### src/rtl/pc_sequencer_pkg.sv
// Shared definitions for the program-counter sequencer: default sizing and run-control states.
package pc_sequencer_pkg;

  localparam int          WIDTH_DEF    = 16;
  localparam logic [15:0] RESET_PC_DEF = 16'h0000;

  // Encoding 2'd3 is never entered; the sequencer treats it as IDLE.
  typedef enum logic [1:0] {
    ST_IDLE = 2'd0,
    ST_RUN  = 2'd1,
    ST_HALT = 2'd2
  } state_e;

endpackage

### src/rtl/pc_sequencer_if.sv
// Bundle between the jump-condition/decode side (master) and the PC sequencer (slave).
interface pc_sequencer_if #(
  parameter int WIDTH = 16
);
  logic             start;
  logic             stall;
  logic             instr_valid;
  logic             jump_req;
  logic             jump_uncond;
  logic             cond_true;
  logic [WIDTH-1:0] target;
  logic [WIDTH-1:0] pc;
  logic             fetch_en;
  logic             jump_taken;
  logic             halted;
  logic [WIDTH-1:0] retired;

  modport master (
    output start, stall, instr_valid, jump_req, jump_uncond, cond_true, target,
    input  pc, fetch_en, jump_taken, halted, retired
  );

  modport slave (
    input  start, stall, instr_valid, jump_req, jump_uncond, cond_true, target,
    output pc, fetch_en, jump_taken, halted, retired
  );
endinterface

### src/rtl/pc_sequencer.sv
// Program counter with run control, stall hold, self-loop halt detection and a
// saturating retired-instruction counter.
//
//   state   | meaning
//   --------+-----------------------------------------------------------------
//   ST_IDLE | out of reset; pc parked at RESET_PC, waiting for start
//   ST_RUN  | fetching; each unstalled valid instruction commits and moves pc
//   ST_HALT | program ended on an unconditional self-jump; pc/retired frozen
module pc_sequencer
  import pc_sequencer_pkg::*;
#(
  parameter int               WIDTH    = WIDTH_DEF,
  parameter logic [WIDTH-1:0] RESET_PC = WIDTH'(RESET_PC_DEF)
) (
  input  logic           clk,
  input  logic           rst_n,
  pc_sequencer_if.slave  bus
);

  state_e           state_q, state_d;
  logic [WIDTH-1:0] pc_q, pc_d;
  logic [WIDTH-1:0] retired_q, retired_d;
  logic             jump_taken_q, jump_taken_d;

  logic             commit;
  logic             take;

  // State, PC, counter and jump pulse registers.
  always_ff @(posedge clk or negedge rst_n) begin
    if (!rst_n) begin
      state_q      <= ST_IDLE;
      pc_q         <= RESET_PC;
      retired_q    <= '0;
      jump_taken_q <= 1'b0;
    end else begin
      state_q      <= state_d;
      pc_q         <= pc_d;
      retired_q    <= retired_d;
      jump_taken_q <= jump_taken_d;
    end
  end

  // Next-state: run control, next-PC mux, halt detect and saturating retire count.
  always_comb begin
    state_d      = state_q;
    pc_d         = pc_q;
    retired_d    = retired_q;
    jump_taken_d = 1'b0;
    commit       = 1'b0;
    take         = 1'b0;

    case (state_q)
      ST_RUN: begin
        commit = bus.instr_valid & ~bus.stall;
        take   = bus.jump_req & bus.cond_true;
        if (commit) begin
          retired_d = (&retired_q) ? retired_q : retired_q + WIDTH'(1);
          if (take) begin
            pc_d         = bus.target;
            jump_taken_d = 1'b1;
            // A conditional jump onto itself is an ordinary jump; only an
            // unconditional one marks the end of the program.
            if (bus.jump_uncond && (bus.target == pc_q)) begin
              state_d = ST_HALT;
            end
          end else begin
            pc_d = pc_q + WIDTH'(1);
          end
        end
      end
      ST_HALT: begin
        if (bus.start) begin
          state_d   = ST_RUN;
          pc_d      = RESET_PC;
          retired_d = '0;
        end
      end
      default: begin
        pc_d = RESET_PC;
        if (bus.start) begin
          state_d = ST_RUN;
        end else begin
          state_d = ST_IDLE;
        end
      end
    endcase
  end

  // Output drive; only fetch_en sees an input (stall) combinationally.
  always_comb begin
    bus.pc         = pc_q;
    bus.retired    = retired_q;
    bus.jump_taken = jump_taken_q;
    bus.halted     = (state_q == ST_HALT);
    bus.fetch_en   = (state_q == ST_RUN) & ~bus.stall;
  end

endmodule
### src/flat_wrapper.sv
// flat-port wrapper written by rule: the top's interface ports become plain ports
module pc_sequencer_flat import pc_sequencer_pkg::*;
#(
  parameter int               WIDTH    = WIDTH_DEF,
  parameter logic [WIDTH-1:0] RESET_PC = WIDTH'(RESET_PC_DEF)
)
  (clk, rst_n, bus_start, bus_stall, bus_instr_valid, bus_jump_req, bus_jump_uncond, bus_cond_true, bus_target, bus_pc, bus_fetch_en, bus_jump_taken, bus_halted, bus_retired);
  pc_sequencer_if #(.WIDTH(WIDTH)) bus_i ();
  input  logic clk;
  input  logic rst_n;
  input wire logic [$bits(bus_i.start)-1:0] bus_start;
  input wire logic [$bits(bus_i.stall)-1:0] bus_stall;
  input wire logic [$bits(bus_i.instr_valid)-1:0] bus_instr_valid;
  input wire logic [$bits(bus_i.jump_req)-1:0] bus_jump_req;
  input wire logic [$bits(bus_i.jump_uncond)-1:0] bus_jump_uncond;
  input wire logic [$bits(bus_i.cond_true)-1:0] bus_cond_true;
  input wire logic [$bits(bus_i.target)-1:0] bus_target;
  output wire logic [$bits(bus_i.pc)-1:0] bus_pc;
  output wire logic [$bits(bus_i.fetch_en)-1:0] bus_fetch_en;
  output wire logic [$bits(bus_i.jump_taken)-1:0] bus_jump_taken;
  output wire logic [$bits(bus_i.halted)-1:0] bus_halted;
  output wire logic [$bits(bus_i.retired)-1:0] bus_retired;
  assign bus_i.start = bus_start;
  assign bus_i.stall = bus_stall;
  assign bus_i.instr_valid = bus_instr_valid;
  assign bus_i.jump_req = bus_jump_req;
  assign bus_i.jump_uncond = bus_jump_uncond;
  assign bus_i.cond_true = bus_cond_true;
  assign bus_i.target = bus_target;
  assign bus_pc = bus_i.pc;
  assign bus_fetch_en = bus_i.fetch_en;
  assign bus_jump_taken = bus_i.jump_taken;
  assign bus_halted = bus_i.halted;
  assign bus_retired = bus_i.retired;
  pc_sequencer #(.WIDTH(WIDTH), .RESET_PC(RESET_PC)) u_core (.clk(clk), .rst_n(rst_n), .bus(bus_i));
endmodule
### config.mk
export PLATFORM = sky130hd
export DESIGN_NAME = pc_sequencer_flat
export DESIGN_NICKNAME = d
export VERILOG_FILES = /design/src/rtl/pc_sequencer_pkg.sv /design/src/rtl/pc_sequencer_if.sv /design/src/rtl/pc_sequencer.sv /design/src/flat_wrapper.sv
export SDC_FILE = /design/constraint.sdc
export NUM_CORES = 1
export LEC_CHECK = 0
export CAP_MARGIN = 25
export CORE_MARGIN = 2
export CORE_UTILIZATION = 50
export DETAILED_ROUTE_END_ITERATION = 8
export PLACE_DENSITY = 0.83
export REMOVE_ABC_BUFFERS = 1
export SLEW_MARGIN = 20
export SYNTH_ARGS = -nofsm -noshare
export SYNTH_HDL_FRONTEND = slang
export SYNTH_SLANG_ARGS = --single-unit
### constraint.sdc
create_clock -name clk -period 5.85 [get_ports clk]
set_input_delay 1.17 -clock clk [delete_from_list [all_inputs] [get_ports clk]]
set_output_delay 1.17 -clock clk [all_outputs]
set_load 0.02 [all_outputs]
# Word-level counts from Yosys, hierarchy flattened
# Index checks and enable logic that the tools add are counted.
# totals
out_inout_bits	35
wordCells	40
register_bits	35
# op_classes
bitwise_logic	4
reduce_logical	6
mux	16
eq_ne	8
add_sub_neg	2
# op_table
op	n
two-way mux 16 bit	5
case mux 16 bit (2 select lines)	2
adder 16 x 1 -> 16 bit, second input constant	2
equality test 16 bit	1
AND reduction 16 bit	1
two-way mux 2 bit	4
AND reduction 4 bit	2
inequality test 2 x 1 -> 1 bit, second input constant	3
two-way mux 1 bit	4
inequality test 2 bit, second input constant	2
case mux 2 bit (2 select lines)	1
bitwise AND 1 bit	3
equality test 2 x 1 -> 1 bit, second input constant	1
equality test 2 bit, second input constant	1
AND reduction 2 bit	1
nonzero test 2 bit	1
logical AND 1 bit	1
inverter 1 bit	1

# Logic depth before layout (Yosys ltp)
# depth
depth_word	6
mapped_depth	10
ltp_nobuf	7

# Least setup slack after synthesis
# Ideal clock, no wire load.
# synth_path
path_kind	input-to-output
startpoint	input bus_stall
endpoint	output bus_fetch_en
arrival_time_ns	1.450
slack_ns	3.230
n_path_buf	0
t_required_ns	4.680
path_stages	1
path_cell_list	nor2_1
# synth_via
elab_chain_len	2
# synth_rtl
element	line_no	text
from (decl)	flat_wrapper.sv:12	input wire logic [$bits(bus_i.stall)-1:0] bus_stall;
inverter 1 bit	pc_sequencer.sv:95	bus.fetch_en = (state_q == ST_RUN) & ~bus.stall;
bitwise AND 1 bit	pc_sequencer.sv:95	
to (decl)	flat_wrapper.sv:19	output wire logic [$bits(bus_i.fetch_en)-1:0] bus_fetch_en;
# Every way passes these cells.

# Final worst setup path
# Same ends and word-level chain as after synthesis.

==> results by stage <==
GRT:
- The number of global-route vias before repair came to approximately 2,100.
- For this run the aggregate overflow at the end of global routing stands at 0.
- The number of antenna violations at the first check in global routing was 0.
- The overall routing resource usage is 22.5%.
- The pin count of the biggest net entering global routing is 36.
- The first global-routing pass estimated 9510 um of wire.

Logic synthesis:
- The post-synthesis instance area is about 2400 um2.
- The multiplexer fraction of the synthesized cell area is 2.20%.
- The count of flip-flops with a built-in enable after synthesis is 0.
- The post-synthesis sequential element count is 35.
- The fraction of registers with async set or reset after synthesis is 100%.
- After synthesis, flip-flops and latches occupy between 30% and 40% of the total area.
- By count the netlist is led by sky130_fd_sc_hd__nand2_1 (39), sky130_fd_sc_hd__dfrtp_1 (35), sky130_fd_sc_hd__o21ai_0 (29).
- The post-synthesis simple-gate area fraction is 27.3%.
- Of the total synthesized cell area, the portion taken by full adders, half adders and majority gates is 2.10%.
- The count of unique library cells instantiated by Yosys is 51.
- Synthesis produced a netlist whose cell count is 283.
- The largest total area in the synthesized netlist belongs to sky130_fd_sc_hd__dfrtp_1.
- During synthesis, Yosys emitted a total of 0 warnings.
- The dominant combinational cell family by area after synthesis is simple AND/OR/NAND/NOR gates.
- After Yosys synthesis, XOR and XNOR cells account for ~6.2% of the synthesized area.
- After synthesis, the mean cell area works out to 8.42 um2.
- The most instantiated flip-flop cell in the synthesis netlist is sky130_fd_sc_hd__dfrtp_1.
- Yosys instantiated no cell more often than sky130_fd_sc_hd__nand2_1.
- Sorting the synthesized cells by area gives the leading types as sky130_fd_sc_hd__dfrtp_1 (37%), sky130_fd_sc_hd__nand2_1 (6.1%), sky130_fd_sc_hd__o21ai_0 (6.1%), sky130_fd_sc_hd__xnor2_1 (5.9%), sky130_fd_sc_hd__nor2b_1 (2.9%).
- The top cell type by area accounts for 36.7% of the synthesized area.
- The fraction of the mapped netlist area in compound gates is 21.2%.

Route:
- The post-route antenna net violation count is 0.
- Using the TritonRoute via totals, the vias-per-cell ratio works out to between 5 and 6.
- The initial DRC count is 160.
- The first TritonRoute pass finished after 4 iterations.
- The total routed wirelength is 5880 um.
- In the routed design, unresolved DRC markers number 0.
- The detail-routed net length per standard cell is 15.1 um.
- The total via count in the routed design is 2,297.

Clocking:
- The H-tree was split into 2 levels.
- TritonCTS built the clock tree.
- The root buffer cell is sky130_fd_sc_hd__clkbuf_8.
- For this design, the CTS-stage hold fixing added 0 buffers.
- Clock-pin slew was measured on the worst setup and hold paths at 70 ps.
- The count of cells resized by post-cts repair is 0.
- Once the clock tree was built, the setup fixing pass inserted 0 buffers.
- The CTS sink count is 35.
- No sink is reached through more buffers than the 2 on the longest clock path.
- Clock latency on the worst-skew pair, taken at its later pin, is 280 ps.
- The number of CTS-inserted buffers is 5.

Power and ir drop:
- Total power for the finished layout comes to 885 uW.
- The power per standard cell area is 290 nW/um2.
- The standby leakage power is 0.00117 uW.
- IR analysis of the VDD net gives a maximum drop of 0.187 mV.

STA:
- The minimum clock period after layout is 3470 ps.
- The final sum of negative setup slack is 0 ps.
- The final hold violation count is 0.
- The maximum clock skew at final layout is 7.65 ps.
- For this run, the top clock speed supported by timing is 288 MHz.
- The max-slew headroom at the worst pin is 53.5%.
- The max-slew violation count is 0.
- Setup violations remaining at the end of the flow were counted as 0.
- The worst path uses 59.3% of the clock period.
- At the pin with the least slew margin, the transition time is around 690 ps.
- Setup repair after global routing left no endpoint under its margin.

Placement:
- The detailed placer's ending HPWL is 4140 um.
- In this run the cell area measured after placement is 2960 um2.
- The congestion estimate from routability-driven global placement came to 0.842.
- Input and output buffers added on the ports amount to 58.

Floorplanning:
- The core region is 4660 um2.
- The floorplan has 25 rows.
- The die is 73.0 um tall.
- During I/O placement, the number of pins put on the boundary was 59.
- The effective utilization at floorplan is between 50% and 60%.
- The die covers about 5300 um2.
- Measured along the x axis, the die boundary spans 73.0 um.

Setup path:
- The kind of end point of the critical path is a primary output.
- The data arrival at the endpoint of the critical path is 2300 ps.
- By startpoint and endpoint, the worst setup path is classified as input pin to primary output.
- Data on the critical path is required at its endpoint by 4680 ps.
- The kind of launch point of the worst setup path is an input pin.
- In this run the worst path has a maximum fanout of 2.

Run:
- The max-capacitance violation count is 0.

Layout:
- The final standard cell area without fillers is 3050 um2.
- The share of cells above drive strength 1 is 5.67%.
- The diode insertion count for antenna repair is 0.
- The synthesis-to-layout area growth is 27.9%.
- The count of nets after finishing is 364.

Worst hold path:
- The worst hold path belongs to the class flop to flop.

Status:
- The run finished with clean final reports.
area by class of cell:
class / count / area [um2]
Multi-Input combinational cell: 229 / 1410
Inverter: 4 / 15.0
Timing Repair Buffer: 61 / 611
Sequential cell: 35 / 876
Tap cell: 54 / 67.6
Clock buffer: 6 / 72.6
Fill cell: 401 / 1610
state kept, by name (all words and copies together) (netlist names):
register               flops
u_core.bus.retired        16
u_core.state_q             2
u_core.bus.pc             16
u_core.bus.jump_taken      1
worst paths after layout:
| path | start | endpoint | slack, ps | depth (start not counted) |
|---|---|---|---|---|
| setup / recovery | bus_stall | bus_fetch_en | 2380 | 3 |
| hold / removal | u_core.state_q[1] | u_core.state_q[1] | 560 | 2 |
| setup reg to reg | u_core.state_q[0] | u_core.bus.pc[12] | 3540 | 8 |
| hold reg to reg | u_core.state_q[1] | u_core.state_q[1] | 560 | 2 |
| max in group asynchronous | rst_n | u_core.bus.retired[6] | 4220 | 2 |
| min in group asynchronous | rst_n | u_core.bus.pc[7] | 1310 | 2 |
through the flow:
stage	cells	setup slack, ps	util [%]	hold slack, ps
2_1_floorplan	268	3230	-	528
3_5_place_dp	382	2380	63.5	552
4_1_cts	388	2370	65.1	564
6_report	389	2380	65.4	559
5_1_grt	389	2340	65.4	604
3_3_place_gp	382	2410	63.5	544
routing by layer:
layer,track usage [%],vias to the layer above,share of wire [%]
li1,-,1141,-
met1,30.7,1088,47
met2,35.5,64,47
met3,4.56,4,4.8
met4,7.82,0,0.93
met5,0,-,0
cells in the final DEF, fill, tap and decap left out, types with 8 or more instances in the layout:
cell	synthesis	final
sky130_fd_sc_hd__dfrtp_1	35	35
sky130_fd_sc_hd__a21oi_1	13	13
sky130_fd_sc_hd__nor4_1	8	8
sky130_fd_sc_hd__nand3_1	10	10
sky130_fd_sc_hd__o21ai_0	29	29
sky130_fd_sc_hd__clkdlybuf4s50_1	0	58
sky130_fd_sc_hd__nor3_1	10	10
sky130_fd_sc_hd__o21ai_1	11	11
sky130_fd_sc_hd__nand4_1	9	9
sky130_fd_sc_hd__nor2b_1	11	11
sky130_fd_sc_hd__nand2_1	39	39
sky130_fd_sc_hd__xnor2_1	16	16
sky130_fd_sc_hd__nor2_1	16	16
worst max-delay path, stage by stage:
cell and delay [ps]:
sky130_fd_sc_hd__clkdlybuf4s50_1 430, sky130_fd_sc_hd__nor2_1 90, sky130_fd_sc_hd__clkdlybuf4s50_1 610
logic make-up (layout without fill, tap and decap cells):
logic type	Yosys count	count (layout)
and+or+nand+nor	123	123
AOI/OAI and AO/OA	80	80
DFF	35	35
buffers and inverters	19	71
xor gates and xnor gates	17	17
muxes	5	5
adders and majority gates	4	4
report_power, final:
group | leakage, uW | switching (uW) | internal (uW) | total [uW]
registers | 0.000431 | 52.2 | 275 | 327
clock network | 0.0000371 | 82.4 | 79.4 | 162
logic | 0.000700 | 215 | 181 | 396
(Power assumes the default switching activity.)
